$ cat config.mk
export PLATFORM = sky130hd
export DESIGN_NAME = modex_engine
export DESIGN_NICKNAME = d
export VERILOG_FILES = /design/src/rtl/modex_engine.sv
export SDC_FILE = /design/constraint.sdc
export NUM_CORES = 1
export LEC_CHECK = 0
export CAP_MARGIN = 5
export CORE_MARGIN = 2
export CORE_UTILIZATION = 51
export CTS_CLUSTER_DIAMETER = 150
export CTS_CLUSTER_SIZE = 24
export DETAILED_ROUTE_END_ITERATION = 8
export GPL_TIMING_DRIVEN = 0
export PLACE_DENSITY_LB_ADDON = 0.12
export SLEW_MARGIN = 15
export SYNTH_ARGS = -nofsm -noshare
export SYNTH_HDL_FRONTEND = slang
export SYNTH_SLANG_ARGS = --single-unit
$ cat constraint.sdc
create_clock -name clk -period 10.7 [get_ports clk]
set_input_delay 2.675 -clock clk [delete_from_list [all_inputs] [get_ports clk]]
set_output_delay 2.675 -clock clk [all_outputs]
set_load 0.01 [all_outputs]
$ cat src/rtl/modex_engine.sv
// Modular exponentiation engine: result = base^exponent mod modulus, using MSB-first square-and-multiply
// over a bit-serial shift-add modular multiplier. Optional macro MODEX_CYCLE_COUNT_EN adds a 32-bit cycle count port.
`timescale 1ns/1ps
module modex_engine #(
    parameter int W    = 16,
    parameter int EXPW = 16
) (
    input  logic            clk,
    input  logic            rst,
    input  logic            in_valid,
    output logic            in_ready,
    input  logic [W-1:0]    base,
    input  logic [EXPW-1:0] exponent,
    input  logic [W-1:0]    modulus,
    output logic            out_valid,
    input  logic            out_ready,
    output logic [W-1:0]    result,
    output logic            err
`ifdef MODEX_CYCLE_COUNT_EN
    ,
    output logic [31:0]     cycles
`endif
);

    localparam int IDXW = (EXPW > 1) ? $clog2(EXPW) : 1;
    localparam int CNTW = (W > 1) ? $clog2(W) : 1;

    localparam logic [2:0] S_IDLE  = 3'd0;
    localparam logic [2:0] S_CHECK = 3'd1;
    localparam logic [2:0] S_ERR   = 3'd2;
    localparam logic [2:0] S_SQR   = 3'd3;
    localparam logic [2:0] S_MUL   = 3'd4;
    localparam logic [2:0] S_DONE  = 3'd5;

    logic [2:0]      state_q, state_d;
    logic [W-1:0]    base_q, base_d;
    logic [W-1:0]    mod_q, mod_d;
    logic [EXPW-1:0] exp_q, exp_d;
    logic [W-1:0]    acc_q, acc_d;
    logic [W:0]      p_q, p_d;
    logic [CNTW-1:0] step_q, step_d;
    logic [IDXW-1:0] idx_q, idx_d;
    logic [W-1:0]    result_q, result_d;
    logic            err_q, err_d;
`ifdef MODEX_CYCLE_COUNT_EN
    logic [31:0]     cyc_q, cyc_d;
`endif

    logic [W-1:0]    mul_b;
    logic [W:0]      p_next;
    logic            last_step;

    // One interleaved step: double, reduce, conditionally add b, reduce. Inputs are always < n.
    function automatic logic [W:0] mod_step(input logic [W:0] p, input logic a_bit,
                                            input logic [W-1:0] b, input logic [W-1:0] n);
        logic [W:0] t;
        logic [W:0] n_ext;
        n_ext = {1'b0, n};
        t     = {p[W-1:0], 1'b0};
        if (t >= n_ext) t = t - n_ext;
        if (a_bit) begin
            t = t + {1'b0, b};
            if (t >= n_ext) t = t - n_ext;
        end
        return t;
    endfunction

    assign mul_b     = (state_q == S_MUL) ? base_q : acc_q;
    assign p_next    = mod_step(p_q, acc_q[step_q], mul_b, mod_q);
    assign last_step = (step_q == '0);

    always_comb begin
        state_d  = state_q;
        base_d   = base_q;
        mod_d    = mod_q;
        exp_d    = exp_q;
        acc_d    = acc_q;
        p_d      = p_q;
        step_d   = step_q;
        idx_d    = idx_q;
        result_d = result_q;
        err_d    = err_q;
        case (state_q)
            S_IDLE: begin
                if (in_valid) begin
                    base_d  = base;
                    exp_d   = exponent;
                    mod_d   = modulus;
                    state_d = S_CHECK;
                end
            end
            S_CHECK: begin
                if ((mod_q <= W'(1)) || (base_q >= mod_q)) begin
                    err_d    = 1'b1;
                    result_d = '0;
                    state_d  = S_ERR;
                end else begin
                    err_d   = 1'b0;
                    acc_d   = W'(1);
                    p_d     = '0;
                    step_d  = CNTW'(W - 1);
                    idx_d   = IDXW'(EXPW - 1);
                    state_d = S_SQR;
                end
            end
            // Extra cycle keeps the rejection latency fixed at two cycles.
            S_ERR: state_d = S_DONE;
            S_SQR, S_MUL: begin
                p_d    = p_next;
                step_d = step_q - 1'b1;
                if (last_step) begin
                    acc_d  = p_next[W-1:0];
                    p_d    = '0;
                    step_d = CNTW'(W - 1);
                    // Exponent bit advance happens here, so it costs no separate cycle.
                    if ((state_q == S_SQR) && exp_q[idx_q]) begin
                        state_d = S_MUL;
                    end else if (idx_q == '0) begin
                        result_d = p_next[W-1:0];
                        state_d  = S_DONE;
                    end else begin
                        idx_d   = idx_q - 1'b1;
                        state_d = S_SQR;
                    end
                end
            end
            S_DONE: begin
                if (out_ready) state_d = S_IDLE;
            end
            default: state_d = S_IDLE;
        endcase
    end

`ifdef MODEX_CYCLE_COUNT_EN
    always_comb begin
        cyc_d = cyc_q;
        if ((state_q == S_IDLE) && in_valid) begin
            cyc_d = '0;
        end else if (((state_q == S_CHECK) || (state_q == S_ERR) || (state_q == S_SQR) ||
                      (state_q == S_MUL)) && (state_d != S_DONE)) begin
            cyc_d = cyc_q + 32'd1;
        end
    end

    always_ff @(posedge clk or negedge rst) begin
        if (!rst) cyc_q <= '0;
        else      cyc_q <= cyc_d;
    end

    assign cycles = cyc_q;
`endif

    always_ff @(posedge clk or negedge rst) begin
        if (!rst) begin
            state_q  <= S_IDLE;
            base_q   <= '0;
            mod_q    <= '0;
            exp_q    <= '0;
            acc_q    <= '0;
            p_q      <= '0;
            step_q   <= '0;
            idx_q    <= '0;
            result_q <= '0;
            err_q    <= 1'b0;
        end else begin
            state_q  <= state_d;
            base_q   <= base_d;
            mod_q    <= mod_d;
            exp_q    <= exp_d;
            acc_q    <= acc_d;
            p_q      <= p_d;
            step_q   <= step_d;
            idx_q    <= idx_d;
            result_q <= result_d;
            err_q    <= err_d;
        end
    end

    assign in_ready  = (state_q == S_IDLE);
    assign out_valid = (state_q == S_DONE);
    assign result    = result_q;
    assign err       = err_q;

endmodule

==> results.py <==
metrics = {
    "global_route": {
        "grt_pass1_wl_um": 38200,
        "grt_use_total_pct": 29.9,
        "overflow": 0,
        "grt_use_met3_pct": 5.17,
        "grtUsageMet1_pct": 40.8,
        "antenna_found_initial": 0,
        "gr-usage-met2_pct": 48.8,
        "grt_max_degree": 88,
        "gr-max-usage-layer": "met2",
        "grt_pass1_vias": 7180,
    },
    "logic_synthesis": {
        "synth_top_area_share_pct": 33.5,
        "synth-main-ff-cell": "dfrtp_1",
        "syn_area_mm2": 0.00807,
        "synth_cell_types": 74,
        "synth_nets": 965,
        "synthTopCellsByArea": "dfrtp_1, ha_1, mux2_2, nand2_1, a32o_1",
        "ys_seq_area_share_pct": 33.5,
        "syn-instance-count": 844,
        "synth-seq-cells": 108,
        "synth_area_leader_cell": "dfrtp_1",
        "synth_top_family_by_area": "compound AO/OA/AOI/OAI gates",
        "synth-edff-count": 0,
        "syn_avg_cell_area_um2": 9.56,
        "synth_compound_area_share_pct": 24.2,
        "muxShareOfSynthArea_pct": 10.3,
        "synth-simple-area-share_pct": 13.1,
        "synth_fa_ha_area_share_pct": 11.0,
        "ys_async_sr_fraction_pct": 100,
        "yosysWarnings": 0,
        "synth_xor_area_share_pct": 4.13,
    },
    "clock_network": {
        "cts_made_buffers": 9,
        "clkSlewWorstSetupHoldPaths_ns": 0.09,
        "postCtsResizedCells": 0,
        "cts_setup_buffers": 0,
        "htreeDepth": 3,
        "cts_root_buf": "clkbuf_16",
        "clk_latency_ns": 0.37,
        "hold_buffers": 0,
        "cts_sinks": 108,
        "cts_tree": "built",
        "cts_buffer_depth": 2,
    },
    "place": {
        "numPortBuffers": 70,
        "dpl-instance-area_mm2": 0.00906,
        "hpwl_um": 19300,
        "globalplace.congestion": 0.997,
    },
    "critical_path": {
        "r2r_setup_slack_ns": 3.29,
        "endpoint_kind": "flop",
        "cp-start-kind": "flop",
        "critical_path_class": "flop to flop",
        "cp.arrival_ns": 7.63,
        "critPathTopFamily": "compound AO/OA/AOI/OAI gates",
        "path_cells": "inv_1 > ha_1 > ha_1 > nand3_1 > nor4_1 > nor2_1 > o221ai_2 > a21o_1 > clkbuf_1 > mux2_2 > ha_1 > o21a_1 > a21oi_1 > o221ai_1 > a31oi_1 > mux2i_1 > o2111ai_1 > ha_1 > and3_1 > o2111ai_1 > o211a_1 > o21ai_1 > a221oi_1 > o21ai_0",
        "required_ns": 10.92,
        "r2r_end": "p_q[1]",
        "cp_max_fo": 10,
        "slowest_stage": "a221oi_1",
        "critical_path_buf_inv_count": 2,
        "r2r_cells": 24,
        "timing.rr.start": "mod_q[1]",
        "cp_common_cell": "ha_1",
        "cpPeakStageDelay_ns": 0.75,
    },
    "run": {
        "cap_violations": 0,
    },
    "route": {
        "dr_total_vias": 7128,
        "drtIter0Drc": 447,
        "avgViaCountPerCell": 6.24,
        "wl_per_cell_um": 21.1,
        "antenna_left": 0,
        "first_pass_iters": 5,
        "routed_wl_um": 24100,
        "drc": 0,
    },
    "timing": {
        "worstMarginPinSlew_ns": 0.978,
        "min_period_over_period_pct": 69.3,
        "maxSlewViolCount": 0,
        "hold_violations": 0,
        "fin_skew_ns": 0.0175,
        "rsz0062_at_grt": "no",
        "fmax_mhz": 135,
        "setup_viol": 0,
        "fin_setup_tns_ns": 0,
        "min_period_ns": 7.41,
        "slew_headroom_pct": 34.1,
    },
    "final_layout": {
        "utilization_pct": 61.2,
        "syn_to_final_growth_pct": 16.3,
        "drive_gt1_share_pct": 13.4,
        "nets": 1047,
        "antenna-diode-count": 0,
        "final_cell_area_mm2": 0.00938,
    },
    "status": {
        "outcome": "complete, no violations",
    },
    "die": {
        "rows": 45,
        "coreArea_mm2": 0.0153,
        "die_x_um": 130,
        "pin_count": 71,
        "die_area_mm2": 0.0168,
        "die_height_um": 130,
        "start_util_pct": 52.7,
    },
    "worst_hold_path": {
        "holdCritStartpoint": "result[13]",
        "hold_class": "flop to flop",
        "whs_path_depth": 1,
        "min_to": "result[13]",
    },
}
worst register-to-register path, cell delays in order (launching register included):
cell,delay [ns]
dfrtp_1,0.47
inv_1,0.18
ha_1,0.34
ha_1,0.18
nand3_1,0.08
nor4_1,0.44
nor2_1,0.11
o221ai_2,0.22
a21o_1,0.11
clkbuf_1,0.41
mux2_2,0.45
ha_1,0.35
o21a_1,0.22
a21oi_1,0.25
o221ai_1,0.24
a31oi_1,0.51
mux2i_1,0.28
o2111ai_1,0.23
ha_1,0.39
and3_1,0.21
o2111ai_1,0.13
o211a_1,0.30
o21ai_1,0.24
a221oi_1,0.76
o21ai_0,0.17
metrics by stage:
step / worst slack [ns] / hold slack (ns) / cells
3_3_place_gp: 2.94 / 0.475 / 1125
5_1_grt: 2.85 / 0.526 / 1142
3_5_place_dp: 3.39 / 0.477 / 1126
4_1_cts: 3.39 / 0.506 / 1142
6_report: 3.29 / 0.500 / 1142
2_1_floorplan: 4.72 / 0.461 / 844
per-layer routing:
metal	share of wire [%]	wire (µm)
met2	46	11200
met4	2.7	640
met3	6.9	1670
met1	44	10600
met5	0	0
cell type report:
cell class	count	area, µm²
repair buffers	71	729
well taps	211	264
multi-input cells	660	5060
flip-flops and latches	108	2700
clock inverters	7	93.8
inverters	40	150
clock buffers	9	225
fillers	1323	5940
plain buffers	36	158
placed cells by master (no fill, tap or decap), types with 5 or more instances in the layout:
| master | synthesis | layout |
|---|---|---|
| o21ai_0 | 50 | 50 |
| nand3_1 | 10 | 10 |
| o211ai_2 | 8 | 8 |
| a211oi_1 | 13 | 13 |
| o21ai_1 | 8 | 8 |
| dfrtp_1 | 108 | 108 |
| nand2b_1 | 16 | 16 |
| o21a_1 | 8 | 8 |
| mux4_2 | 9 | 9 |
| a21o_1 | 24 | 24 |
| and2_1 | 5 | 5 |
| nand4_1 | 7 | 7 |
| o31ai_1 | 10 | 10 |
| nand2_1 | 91 | 91 |
| mux2_2 | 52 | 52 |
| nor4_1 | 7 | 7 |
| a21oi_1 | 51 | 51 |
| a32o_1 | 27 | 27 |
| buf_2 | 12 | 12 |
| nor2_1 | 41 | 41 |
| inv_1 | 40 | 40 |
| clkbuf_1 | 23 | 23 |
| o211ai_1 | 17 | 17 |
| xor2_1 | 18 | 18 |
| and3_1 | 5 | 5 |
| clkdlybuf4s50_1 | 0 | 69 |
| xnor2_1 | 20 | 20 |
| nor3_1 | 11 | 11 |
| ha_1 | 66 | 66 |
| nor2b_1 | 11 | 11 |
| clkbuf_16 | 0 | 9 |
state kept, by name (all words and copies together), names as in the netlist, 3 cells and up:
name and cells:
idx_q 4, p_q 16, state_q 3, acc_q 16
mod_q 16, base_q 16, step_q 4, exp_q 16
result 16
synth_stat cells, types with 3 or more instances:
cell type,number
o211ai_2,8
nand4_1,7
a21o_1,24
fa_1,3
a32o_1,27
xnor2_1,20
clkbuf_1,23
dfrtp_1,108
a21oi_1,51
o21a_1,8
nand3_1,10
o21ai_0,50
nand2_1,91
inv_1,40
o211ai_1,17
o31ai_1,10
o211a_1,4
a31o_1,3
buf_2,12
o21ai_1,8
ha_1,66
nand2b_1,16
and2_1,5
and3_1,5
mux4_2,9
a31oi_1,4
mux2_2,52
nor4_1,7
a211o_1,4
nor2_1,41
xor2_1,18
mux2i_1,4
a211oi_1,13
or3_1,4
nor2b_1,11
or2_2,3
nor3_1,11
a21oi_2,4
logic make-up (layout without fill, tap and decap cells):
| group | Yosys count | in the layout |
|---|---|---|
| mux | 65 | 65 |
| fa+ha+maj | 69 | 69 |
| xor+xnor | 38 | 38 |
| compound gates | 267 | 267 |
| buf+inv | 76 | 163 |
| flops | 108 | 108 |
| simple gates | 221 | 221 |
worst max-delay path by stage:
stage | start | endpoint | depth (start not counted)
floorplan | mod_q[6] | acc_q[2] | 28
global placement | rst | result[14] | 1
detailed placement | mod_q[1] | p_q[1] | 24
CTS | mod_q[1] | p_q[1] | 24
global route | mod_q[1] | p_q[1] | 24
finish | mod_q[1] | p_q[1] | 24
Power is left out: the tool's default activity adds up to more than one toggle a clock period on the data nets, which glitch-free logic cannot reach.
